File: src/rtl/mips_multicycle_ctrl.sv
// mips_multicycle_ctrl: multicycle MIPS control FSM with branch resolution and retired-instruction counter
module mips_multicycle_ctrl #(
  parameter int CNT_WIDTH = 32
) (
  input  logic                 clk,
  input  logic                 reset,
  input  logic [5:0]           opcode,
  input  logic [5:0]           funct,
  input  logic                 zero,
  input  logic                 halt,
  output logic                 pc_write,
  output logic                 i_or_d,
  output logic                 mem_read,
  output logic                 mem_write,
  output logic                 ir_write,
  output logic                 reg_dst,
  output logic                 mem_to_reg,
  output logic                 reg_write,
  output logic                 ext_sel,
  output logic [1:0]           alu_src_a,
  output logic [1:0]           alu_src_b,
  output logic [3:0]           alu_control,
  output logic [1:0]           pc_src,
  output logic                 illegal_op,
  output logic [3:0]           count_state,
  output logic [CNT_WIDTH-1:0] instr_count
);
  typedef enum logic [2:0] {IDLE, FETCH, DECODE, EXECUTE, WRITEBACK} state_t;
  state_t state, next;
  logic r_type, shift, r_ok, is_addi, is_andi, is_ori, is_lui, is_lw, is_sw, is_beq, is_bne, is_j, is_br, legal;
  logic [3:0] r_alu;
  assign r_type  = opcode == 6'h00;
  assign shift   = r_type && (funct == 6'h00 || funct == 6'h02);
  assign r_ok    = funct inside {6'h20, 6'h22, 6'h24, 6'h25, 6'h2A, 6'h00, 6'h02};
  assign is_addi = opcode == 6'h08;
  assign is_andi = opcode == 6'h0C;
  assign is_ori  = opcode == 6'h0D;
  assign is_lui  = opcode == 6'h0F;
  assign is_lw   = opcode == 6'h23;
  assign is_sw   = opcode == 6'h2B;
  assign is_beq  = opcode == 6'h04;
  assign is_bne  = opcode == 6'h05;
  assign is_j    = opcode == 6'h02;
  assign is_br   = is_beq || is_bne;
  assign legal   = r_type ? r_ok : (is_addi || is_andi || is_ori || is_lui || is_lw || is_sw || is_br || is_j);
  assign r_alu   = funct == 6'h22 ? 4'd1 : funct == 6'h24 ? 4'd2 : funct == 6'h25 ? 4'd3 :
                   funct == 6'h2A ? 4'd4 : funct == 6'h00 ? 4'd5 : funct == 6'h02 ? 4'd6 : 4'd0;
  assign count_state = {1'b0, state};
  // state register and retired-instruction counter; an instruction retires when WRITEBACK is left
  always_ff @(posedge clk) begin
    if (reset) begin
      state       <= IDLE;
      instr_count <= '0;
    end else begin
      state <= next;
      if (state == WRITEBACK) instr_count <= instr_count + 1'b1;
    end
  end
  // next-state and datapath control decode; reset forces every strobe and select low
  always_comb begin
    next        = state;
    pc_write    = 1'b0;
    i_or_d      = 1'b0;
    mem_read    = 1'b0;
    mem_write   = 1'b0;
    ir_write    = 1'b0;
    reg_dst     = 1'b0;
    mem_to_reg  = 1'b0;
    reg_write   = 1'b0;
    ext_sel     = 1'b0;
    alu_src_a   = 2'b00;
    alu_src_b   = 2'b00;
    alu_control = 4'd0;
    pc_src      = 2'b00;
    illegal_op  = 1'b0;
    case (state)
      IDLE: next = halt ? IDLE : FETCH;
      FETCH: begin
        next      = DECODE;
        mem_read  = 1'b1;
        ir_write  = 1'b1;
        pc_write  = 1'b1;
        alu_src_b = 2'b01;
      end
      DECODE: begin
        next      = EXECUTE;
        alu_src_b = 2'b11;
      end
      EXECUTE: begin
        next       = WRITEBACK;
        illegal_op = !legal;
        if (legal) begin
          alu_src_a   = shift ? 2'b10 : (is_lui || is_j) ? 2'b00 : 2'b01;
          alu_src_b   = (r_type || is_br || is_j) ? 2'b00 : 2'b10;
          alu_control = r_type ? r_alu : is_andi ? 4'd2 : is_ori ? 4'd3 : is_lui ? 4'd7 : is_br ? 4'd1 : 4'd0;
          ext_sel     = is_andi || is_ori;
          pc_src      = is_br ? 2'b01 : is_j ? 2'b10 : 2'b00;
          pc_write    = (is_beq && zero) || (is_bne && !zero) || is_j;
        end
      end
      WRITEBACK: begin
        next = halt ? IDLE : FETCH;
        if (legal) begin
          reg_write  = r_type || is_addi || is_andi || is_ori || is_lui || is_lw;
          reg_dst    = r_type;
          i_or_d     = is_lw || is_sw;
          mem_read   = is_lw;
          mem_to_reg = is_lw;
          mem_write  = is_sw;
        end
      end
      default: next = IDLE;
    endcase
    if (reset) begin
      next        = IDLE;
      pc_write    = 1'b0;
      i_or_d      = 1'b0;
      mem_read    = 1'b0;
      mem_write   = 1'b0;
      ir_write    = 1'b0;
      reg_dst     = 1'b0;
      mem_to_reg  = 1'b0;
      reg_write   = 1'b0;
      ext_sel     = 1'b0;
      alu_src_a   = 2'b00;
      alu_src_b   = 2'b00;
      alu_control = 4'd0;
      pc_src      = 2'b00;
      illegal_op  = 1'b0;
    end
  end
endmodule
File: config.mk
export PLATFORM = sky130hd
export DESIGN_NAME = mips_multicycle_ctrl
export DESIGN_NICKNAME = d
export VERILOG_FILES = /design/src/rtl/mips_multicycle_ctrl.sv
export SDC_FILE = /design/constraint.sdc
export NUM_CORES = 1
export LEC_CHECK = 0
export BUFFER_PORTS_ARGS = -buffer_cell sky130_fd_sc_hd__buf_4
export CORE_MARGIN = 2
export CORE_UTILIZATION = 40
export DETAILED_ROUTE_END_ITERATION = 12
export PLACE_DENSITY_LB_ADDON = 0.3
export SYNTH_ARGS = -nofsm -noshare
export SYNTH_HDL_FRONTEND = slang
export SYNTH_SLANG_ARGS = --single-unit
File: constraint.sdc
create_clock -name clk -period 7.3 [get_ports clk]
set_clock_uncertainty 0.05 [all_clocks]
set_input_delay 1.095 -clock clk [delete_from_list [all_inputs] [get_ports clk]]
set_output_delay 1.095 -clock clk [all_outputs]
set_load 0.01 [all_outputs]
Word-level counts from Yosys, hierarchy flattened

Cells that the tools add are included.

Register bits: 35
Output and inout port bits: 56
Logic and storage cells: 111

$add $sub $neg: 1
Eq/ne operators: 19
Muxes and demuxes: 58
Reductions and logical operators: 31

Operators by type and width:

| kind                  | number |
|---|---|
| $eq 6x6->1 const B    | 7 |
| $mux 3                | 12 |
| $add 32x1->32 const B | 1 |
| $mux 1                | 29 |
| $eq 6x4->1 const B    | 4 |
| $mux 2                | 12 |
| $logic_or 1x1->1      | 21 |
| $eq 6x2->1 const B    | 2 |
| $eq 6x3->1 const B    | 2 |
| $logic_not 6->1       | 2 |
| $pmux 3 s4            | 1 |
| $reduce_bool 7->1     | 1 |
| $eq 3x2->1 const B    | 2 |
| $pmux 2 s3            | 1 |
| $mux 4                | 1 |
| $pmux 1 s2            | 2 |
| $eq 3x1->1 const B    | 1 |
| $eq 3x3->1 const B    | 1 |
| $logic_and 1x1->1     | 3 |
| $logic_not 3->1       | 1 |
| $logic_not 1->1       | 2 |
| $reduce_or 2->1       | 1 |

Depth between registers and ports, before layout

Gate-level depths: netlist of run 1.

Word-level depth: 12
Depth in mapped cells: 7
Gate-level depth less buffers: 5

Least setup slack after synthesis of run 1

Ideal clock, no wire load.

Path type: in2out
Start: in opcode[0]
End: out alu_control[0]
Arrival: 2.424 ns
Path slack: 3.731 ns
Cell stages on the path: 4
Path buffers: 0
Cell sequence: or4_1 > a211o_1 > a21o_1 > a311oi_1

Longest elaborated chain between the ends: 12

Ends and longest elaborated chain:

| what                                                               | line | RTL |
|---|---|---|
| start, declared                                                    | 7    | `input logic [5:0] opcode,` |
| parallel branches: the longest is 9 deep, another holds $eq 6x3->1 | -    |  |
| $mux 3 *                                                           | 92   | `if (legal) begin` |
| $mux 3 *                                                           | 76   | `case (state)` |
| $mux 4 *                                                           | 114  | `if (reset) begin` |
| end, declared                                                      | 22   | `output logic [3:0] alu_control,` |

Every way passes the cells marked *.

Final worst setup path of run 1

Same ends and word-level chain as after synthesis.

==> impl_metrics.csv, run 1 <==
group,metric,value,unit
die,io-pin-count,72,
global_routing,grt_max_degree,39,
hold_path,hold_path_class,"register to register",
routing,drc_errors,0,
synth,synth_top_flop_cell,"dfxtp_1",
setup_path,end_kind,"output pin",
placement,dpl-instance-area,2661,sq um
global_routing,grt_pass1_vias,2027,
clocking,cts_made_buffers,5,
routing,wl_met1,2495,um
global_routing,grt_antenna_before_repair,0,
clocking,root_buffer,"clkbuf_8",
clocking,clockBufferDepth,2,
routing,drt.antenna.violating_nets,0,
finish,fill_cells,529,
routing,drt-vias-per-instance,5.652,
synth,synth-seq-area-share,32.65,%
power_and_ir_drop,peakVddDrop,0.00006688,V
outcome,outcome,"complete, no violations",
sta,clock.fmax,261.5,MHz
die,core,5140,sq um
setup_path,timing_worst_setup_path_type,"input pin to output pin",
finish,area_delta_synth_final,29.27,%
die,start_util,41.75,%
placement,hpwlAfterDp,4019,um
sta,drv_slew,0,
global_routing,grt_pass1_wl,9246,um
clocking,clkLatencyLatePin,0.29,ns
clocking,clkTransAtPathRegs,0.07,ns
sta,fin_crit_sh,52.38,%
sta,rsz0062_at_grt,"false",
synth,synth-async-reset-ratio,0,%
die,die_w,77.24,um
routing,routedWlPerCell,13.40,um
clocking,cts_tree,"done",
synth,synth_edf_count,0,
finish,nNetsFinal,351,
clocking,post_cts_buffers,0,
synth,synth-seq-cells,35,
sta,max_slew_margin,61.79,%
setup_path,critPathLaunchType,"input pin",
routing,dr.pass1.iters,4,
routing,wl_met2,2579,um
sta,setup_viol,0,
sta,final.min_clock_period,3.824,ns
clocking,cts_hold_buf,0,
setup_path,worstPathMaxFanout,12,
finish,num_antenna_cells,0,
synth,ys_types,50,
die,chipHeight,77.24,um
sta,worst_pin_slew,0.5679,ns
setup_path,crit_arrival,2.68,ns
clocking,cts_max_level,2,
synth,synthCells,275,
finish,layout-drive-gt1-share,24.18,%
sta,hold_violations,0,
finish,layout.cells.non_filler,405,
clocking,post_cts_resized,0,
power_and_ir_drop,leakage,0.001042,uW
placement,place_congestion,0.8168,
power_and_ir_drop,power_density,148.7,nW/um^2
synth,postSynthAreaPerCell,7.803,sq um
job,cap_violations,0,
global_routing,grt_use_total,18.53,%
finish,stdcell_area,2774,sq um
synth,synth.cell_area,2146,sq um
setup_path,crit_required,6.15,ns
die,design.die.area,5966,sq um
global_routing,grt_overflow,0,
die,num_rows,26,
clocking,cts_sinks,35,
sta,fin_tns_setup,0,ns
routing,drt_wl_total,5429,um
routing,vias,2289,
routing,topRoutingLayerUsed,"met4",
routing,dr_wl_met3,289,um
placement,dp_cells,397,
synth,ys_warn_count,0,
routing,initialDrtViolationCount,74,
placement,port_buffers,69,
placed cells by master, fill, tap and decap left out, types with 6 or more instances in the layout:
| master | count |
|---|---|
| inv_1 | 6 |
| buf_4 | 69 |
| nor3_1 | 8 |
| or3_1 | 7 |
| nand2_1 | 27 |
| o31ai_1 | 16 |
| or4_1 | 17 |
| xor2_1 | 7 |
| nand3_1 | 11 |
| nor2_1 | 19 |
| o21ai_0 | 6 |
| a21oi_1 | 27 |
| and3_1 | 6 |
| dfxtp_1 | 35 |
| nand4_1 | 9 |
path summary, 6_finish.rpt:
kind	to	from	cells after the start	slack [ns]
worst min register to register	instr_count[23]	instr_count[23]	2	0.45
worst max register to register	instr_count[31]	state[1]	4	4.86
worst max-delay path	alu_control[0]	opcode[0]	6	3.48
worst min-delay path	instr_count[23]	instr_count[23]	2	0.45
cells in the mapped netlist, drive strengths merged (2+ instances only):
master,n,area share (%)
buf,6,2.3
xnor2,4,1.6
and4,4,1.6
or4,18,6.5
a31oi,2,0.58
o22ai,2,0.58
nand4,9,2.6
xor2,7,2.9
a21oi,27,6.3
nor4,5,1.5
and3,6,1.7
nand4b,2,0.82
a21boi,3,1.0
inv,6,1.0
nand3b,4,1.4
o21bai,2,0.70
nor3b,2,0.93
o31ai,16,5.6
nor2,19,3.3
nand2,27,4.7
dfxtp,35,33
and2,2,0.58
o21ai,6,1.4
nor3,8,1.9
nand3,11,2.6
or3,7,2.0
a211o,2,0.82
nor2b,4,1.2
or3b,2,0.93
clkbuf,12,2.1
where the power goes:
part | internal [uW] | leakage [uW] | switching (uW) | total [uW]
logic | 17.6 | 0.000701 | 22.3 | 39.8
clock network | 102 | 0.0000581 | 75.2 | 177
registers | 192 | 0.000282 | 3.48 | 196
worst max-delay path, stage by stage:
cell	delay, ns
buf_4	0.15
or4_1	0.55
a211o_1	0.25
a21o_1	0.17
a311oi_1	0.28
buf_4	0.18
cell families after synthesis:
group | count (synthesis) | synth area share, %
AND/OR/NAND/NOR | 134 | 35.92
AO/OA/AOI/OAI | 68 | 20.23
flip-flops | 35 | 32.65
buffers and inverters | 24 | 5.422
XOR/XNOR | 11 | 4.490
adder cells (fa/ha/maj) | 1 | 0.5830
other | 1 | 0.1748
multiplexers | 1 | 0.5247
registers in the layout (all words and copies together) (netlist names):
signal       cells
instr_count     32
state            3
area by class of cell:
type | instances | area, sq um | area share [%]
clock inverters | 3 | 43.79 | 1.579
repair buffers | 69 | 518.0 | 18.67
flip-flops and latches | 35 | 700.7 | 25.26
well taps | 70 | 87.58 | 3.157
inverters | 6 | 22.52 | 0.8119
multi-input cells | 217 | 1333 | 48.04
clock buffers | 5 | 68.82 | 2.481
layer usage:
layer	global-route usage, %	up-vias
met1	23.09	1072
met2	31.83	57
met5	0	-
met3	4.000	6
li1	-	1154
met4	5.714	0
metrics by stage:
step           hold slack [ns]  setup WS [ns]  total power, uW  utilization [%]
2_1_floorplan           0.4542          3.731            224.7                -
3_3_place_gp            0.4290          3.530            239.7            51.78
3_5_place_dp            0.4331          3.498            239.8            51.78
4_1_cts                 0.4438          3.490            414.1            53.97
5_1_grt                 0.4691          3.339            428.5            53.97
6_report                0.4457          3.476            412.4            53.97
(Power assumes the default switching activity.)
==> inputs of run 2 (changes only) <==
--- a/config.mk
+++ b/config.mk
@@ -5,6 +5,7 @@
 export SDC_FILE = /design/constraint.sdc
 export NUM_CORES = 1
 export LEC_CHECK = 0
+export ABC_AREA = 1
 export BUFFER_PORTS_ARGS = -buffer_cell sky130_fd_sc_hd__buf_4
 export CORE_MARGIN = 2
 export CORE_UTILIZATION = 40
==> constraint.sdc (replaced) <==
create_clock -name clk -period 3.43 [get_ports clk]
set_clock_uncertainty 0.05 [all_clocks]
set_input_delay 0.5145 -clock clk [delete_from_list [all_inputs] [get_ports clk]]
set_output_delay 0.5145 -clock clk [all_outputs]
set_load 0.01 [all_outputs]
==> run 2 against run 1 <==
Critical endpoint is now ext_sel. Final cell count is 33% higher. Die area rose by 9.6%. Via count up 16%. Clock power increased by 67%. Total power up 94%. Largest power group unchanged. First-iteration DRC count rose by 51%. Synthesized cell count rose by 44%. Critical path type unchanged. Count of clock-buffer cells in the layout increased by 1. Register-to-register slack got worse by 3.2 ns. Sequential share of layout area shrank 2.2 points.
==> impl_metrics.csv, run 2 <==
group,metric,value,unit
synth,synth.cell_area,2364,sq um
power_and_ir_drop,power_density,264.2,nW/um^2
sta,fin_crit_sh,68.03,%
clocking,post_cts_buffers,0,
global_routing,grt_pass1_wl,10780,um
setup_path,critical_path.endpoint,"ext_sel",
setup_path,reg2reg_slack,1.71,ns
routing,drc_errors,0,
die,num_rows,27,
clocking,cts_sinks,35,
power_and_ir_drop,sw_frac_of_total,26.53,%
setup_path,end_kind,"output pin",
setup_path,worstRegToRegCells,8,
routing,initialDrtViolationCount,112,
setup_path,timing_worst_setup_path_type,"input pin to output pin",
die,start_util,42.15,%
finish,num_antenna_cells,0,
sta,hold_violations,0,
finish,nNetsFinal,483,
finish,reg_top3,"instr_count: 32 flops, state: 3 flops",
synth,synth_edf_count,0,
die,io-pin-count,72,
placement,dpl-instance-area,2948,sq um
die,design.die.area,6540,sq um
setup_path,critPathLaunchType,"input pin",
synth,synth-seq-area-share,29.65,%
outcome,outcome,"complete, no violations",
clocking,clkLatencyLatePin,0.29,ns
sta,clock.fmax,428.5,MHz
finish,layout.cells.non_filler,539,
clocking,cts_made_buffers,5,
synth,ys_warn_count,0,
synth,synth_area_leaders,"dfxtp_1 30%, nand2_1 16%, nor2_1 14%",
placement,hpwlAfterDp,5004,um
placement,dp_cells,531,
finish,fill_cells,598,
routing,drt_wl_total,6256,um
job,cap_violations,0,
sta,rsz0062_at_grt,"false",
power_and_ir_drop,peakVddDrop,0.0001931,V
synth,postSynthAreaPerCell,5.984,sq um
clocking,cts_tree,"done",
die,die_w,80.87,um
power_and_ir_drop,pwr-share-clk,36.9,%
global_routing,grt_use_total,20.63,%
setup_path,crit_arrival,1.77,ns
clocking,cts_hold_buf,0,
placement,place_congestion,0.8855,
routing,vias,2655,
setup_path,worst_r2r_endpoint,"instr_count[26]",
global_routing,grt_overflow,0,
setup_path,crit_required,2.87,ns
routing,drt.antenna.violating_nets,0,
power_and_ir_drop,p_seq_share,51.8,%
setup_path,startpoint,"opcode[5]",
sta,setup_ws,1.096,ns
global_routing,grt_pass1_vias,2515,
routing,routedWlPerCell,11.61,um
synth,synth-async-reset-ratio,0,%
clocking,cts_max_level,2,
power_and_ir_drop,leakage,0.001287,uW
power_and_ir_drop,p_sw,212.6,uW
synth,yosys-top-cells-count,"98 x nand2_1, 91 x nor2_1, 40 x inv_1",
hold_path,hold_path_class,"input pin to register",
synth,synthCells,395,
synth,synth_top_area_share,29.65,%
finish,stdcell_area,3033,sq um
finish,layout_commonest_cell,"nand2_1",
synth,ys_types,35,
die,chipHeight,80.87,um
routing,drt-vias-per-instance,4.926,
routing,dr.pass1.iters,4,
synth,synth-seq-cells,35,
clocking,root_buffer,"clkbuf_8",
finish,largest_reg_flops,32,
die,core,5608,sq um
global_routing,grt_antenna_before_repair,0,
setup_path,rr_startpoint,"instr_count[0]",
synth,synth_top_flop_cell,"dfxtp_1",
clocking,clockBufferDepth,2,
placement,port_buffers,69,
power_and_ir_drop,p_comb_share,11.3,%
clocking,clkTransAtPathRegs,0.07,ns
finish,final_cell_mix,"98 x nand2_1, 91 x nor2_1, 70 x buf_4",
clocking,post_cts_resized,0,
finish,regMostFlops,"instr_count",
global_routing,grt_max_degree,21,
power_and_ir_drop,intPower,588.7,uW
placement,dp_slack,1.104,ns
finish,layout-drive-gt1-share,22.70,%
sta,setup_viol,0,
setup_path,worstPathMaxFanout,6,
finish,area_delta_synth_final,28.32,%
sta,fin_tns_setup,0,ns
sta,final.min_clock_period,2.334,ns
sta,drv_slew,0,
synth,yosysMostFrequentCell,"nand2_1",
synth,synth_top_area_cell,"dfxtp_1",
-- run 2: critical path, stage by stage --
cell	delay, ns
buf_4	0.11
nor2_2	0.22
nand3_1	0.18
nand2_1	0.10
inv_1	0.04
nand2_1	0.07
nand2_1	0.08
inv_2	0.11
nand2_4	0.08
nor2_1	0.13
buf_4	0.14
-- run 2: power by group through the flow --
stage               sequential, uW  combinational (uW)  clock [uW]
detailed placement             425                91.2           0
floorplan                      425                49.9           0
finish                         415                90.7         295
global placement               425                90.9           0
global route                   416                 103         317
CTS                            415                91.3         301
-- run 2: logic make-up (layout without fill, tap and decap cells) --
group	count (synthesis)	count (layout)	share of synthesized area, %
buffers and inverters	52	123	8.628
xor gates and xnor gates	7	7	2.594
other	1	2	0.1587
and+or+nand+nor	259	259	49.13
DFF	35	35	29.65
adders and majority gates	1	1	0.5293
AOI/OAI and AO/OA	40	40	9.317
-- run 2: per-layer routing --
layer / share of wire, % / routed length [um] / GRT usage (%)
met2: 49 / 3052 / 36.86
met4: 1.8 / 111 / 7.288
met5: 0 / 0 / 0
met3: 6.2 / 386 / 5.000
met1: 43 / 2705 / 23.89
-- run 2: worst min path at each step --
stage	end	cells after the start	slack [ns]	start
after floorplan	instr_count[24]	1	0.45	instr_count[24]
after global placement	instr_count[9]	2	0.43	instr_count[9]
after detailed placement	instr_count[9]	2	0.44	instr_count[9]
after CTS	state[0]	4	0.45	halt
after global routing	instr_count[30]	2	0.50	instr_count[30]
final	state[0]	4	0.45	halt
-- run 2: through the flow --
stage | power, uW | utilization [%] | hold WS, ns
2_1_floorplan | 475.3 | - | 0.4458
3_3_place_gp | 515.8 | 52.57 | 0.4349
3_5_place_dp | 515.8 | 52.57 | 0.4379
4_1_cts | 808.1 | 54.08 | 0.4451
5_1_grt | 836.7 | 54.08 | 0.4956
6_report | 801.3 | 54.08 | 0.4474
-- run 2: area by class of cell --
class	count	area [sq um]	area share, %
tap	72	90.09	2.970
multi-input combinational	309	1463	48.23
sequential	35	700.7	23.10
inverter	45	168.9	5.569
clock inverter	2	12.51	0.4125
clock buffer	6	72.57	2.393
timing repair buffer	70	525.5	17.33
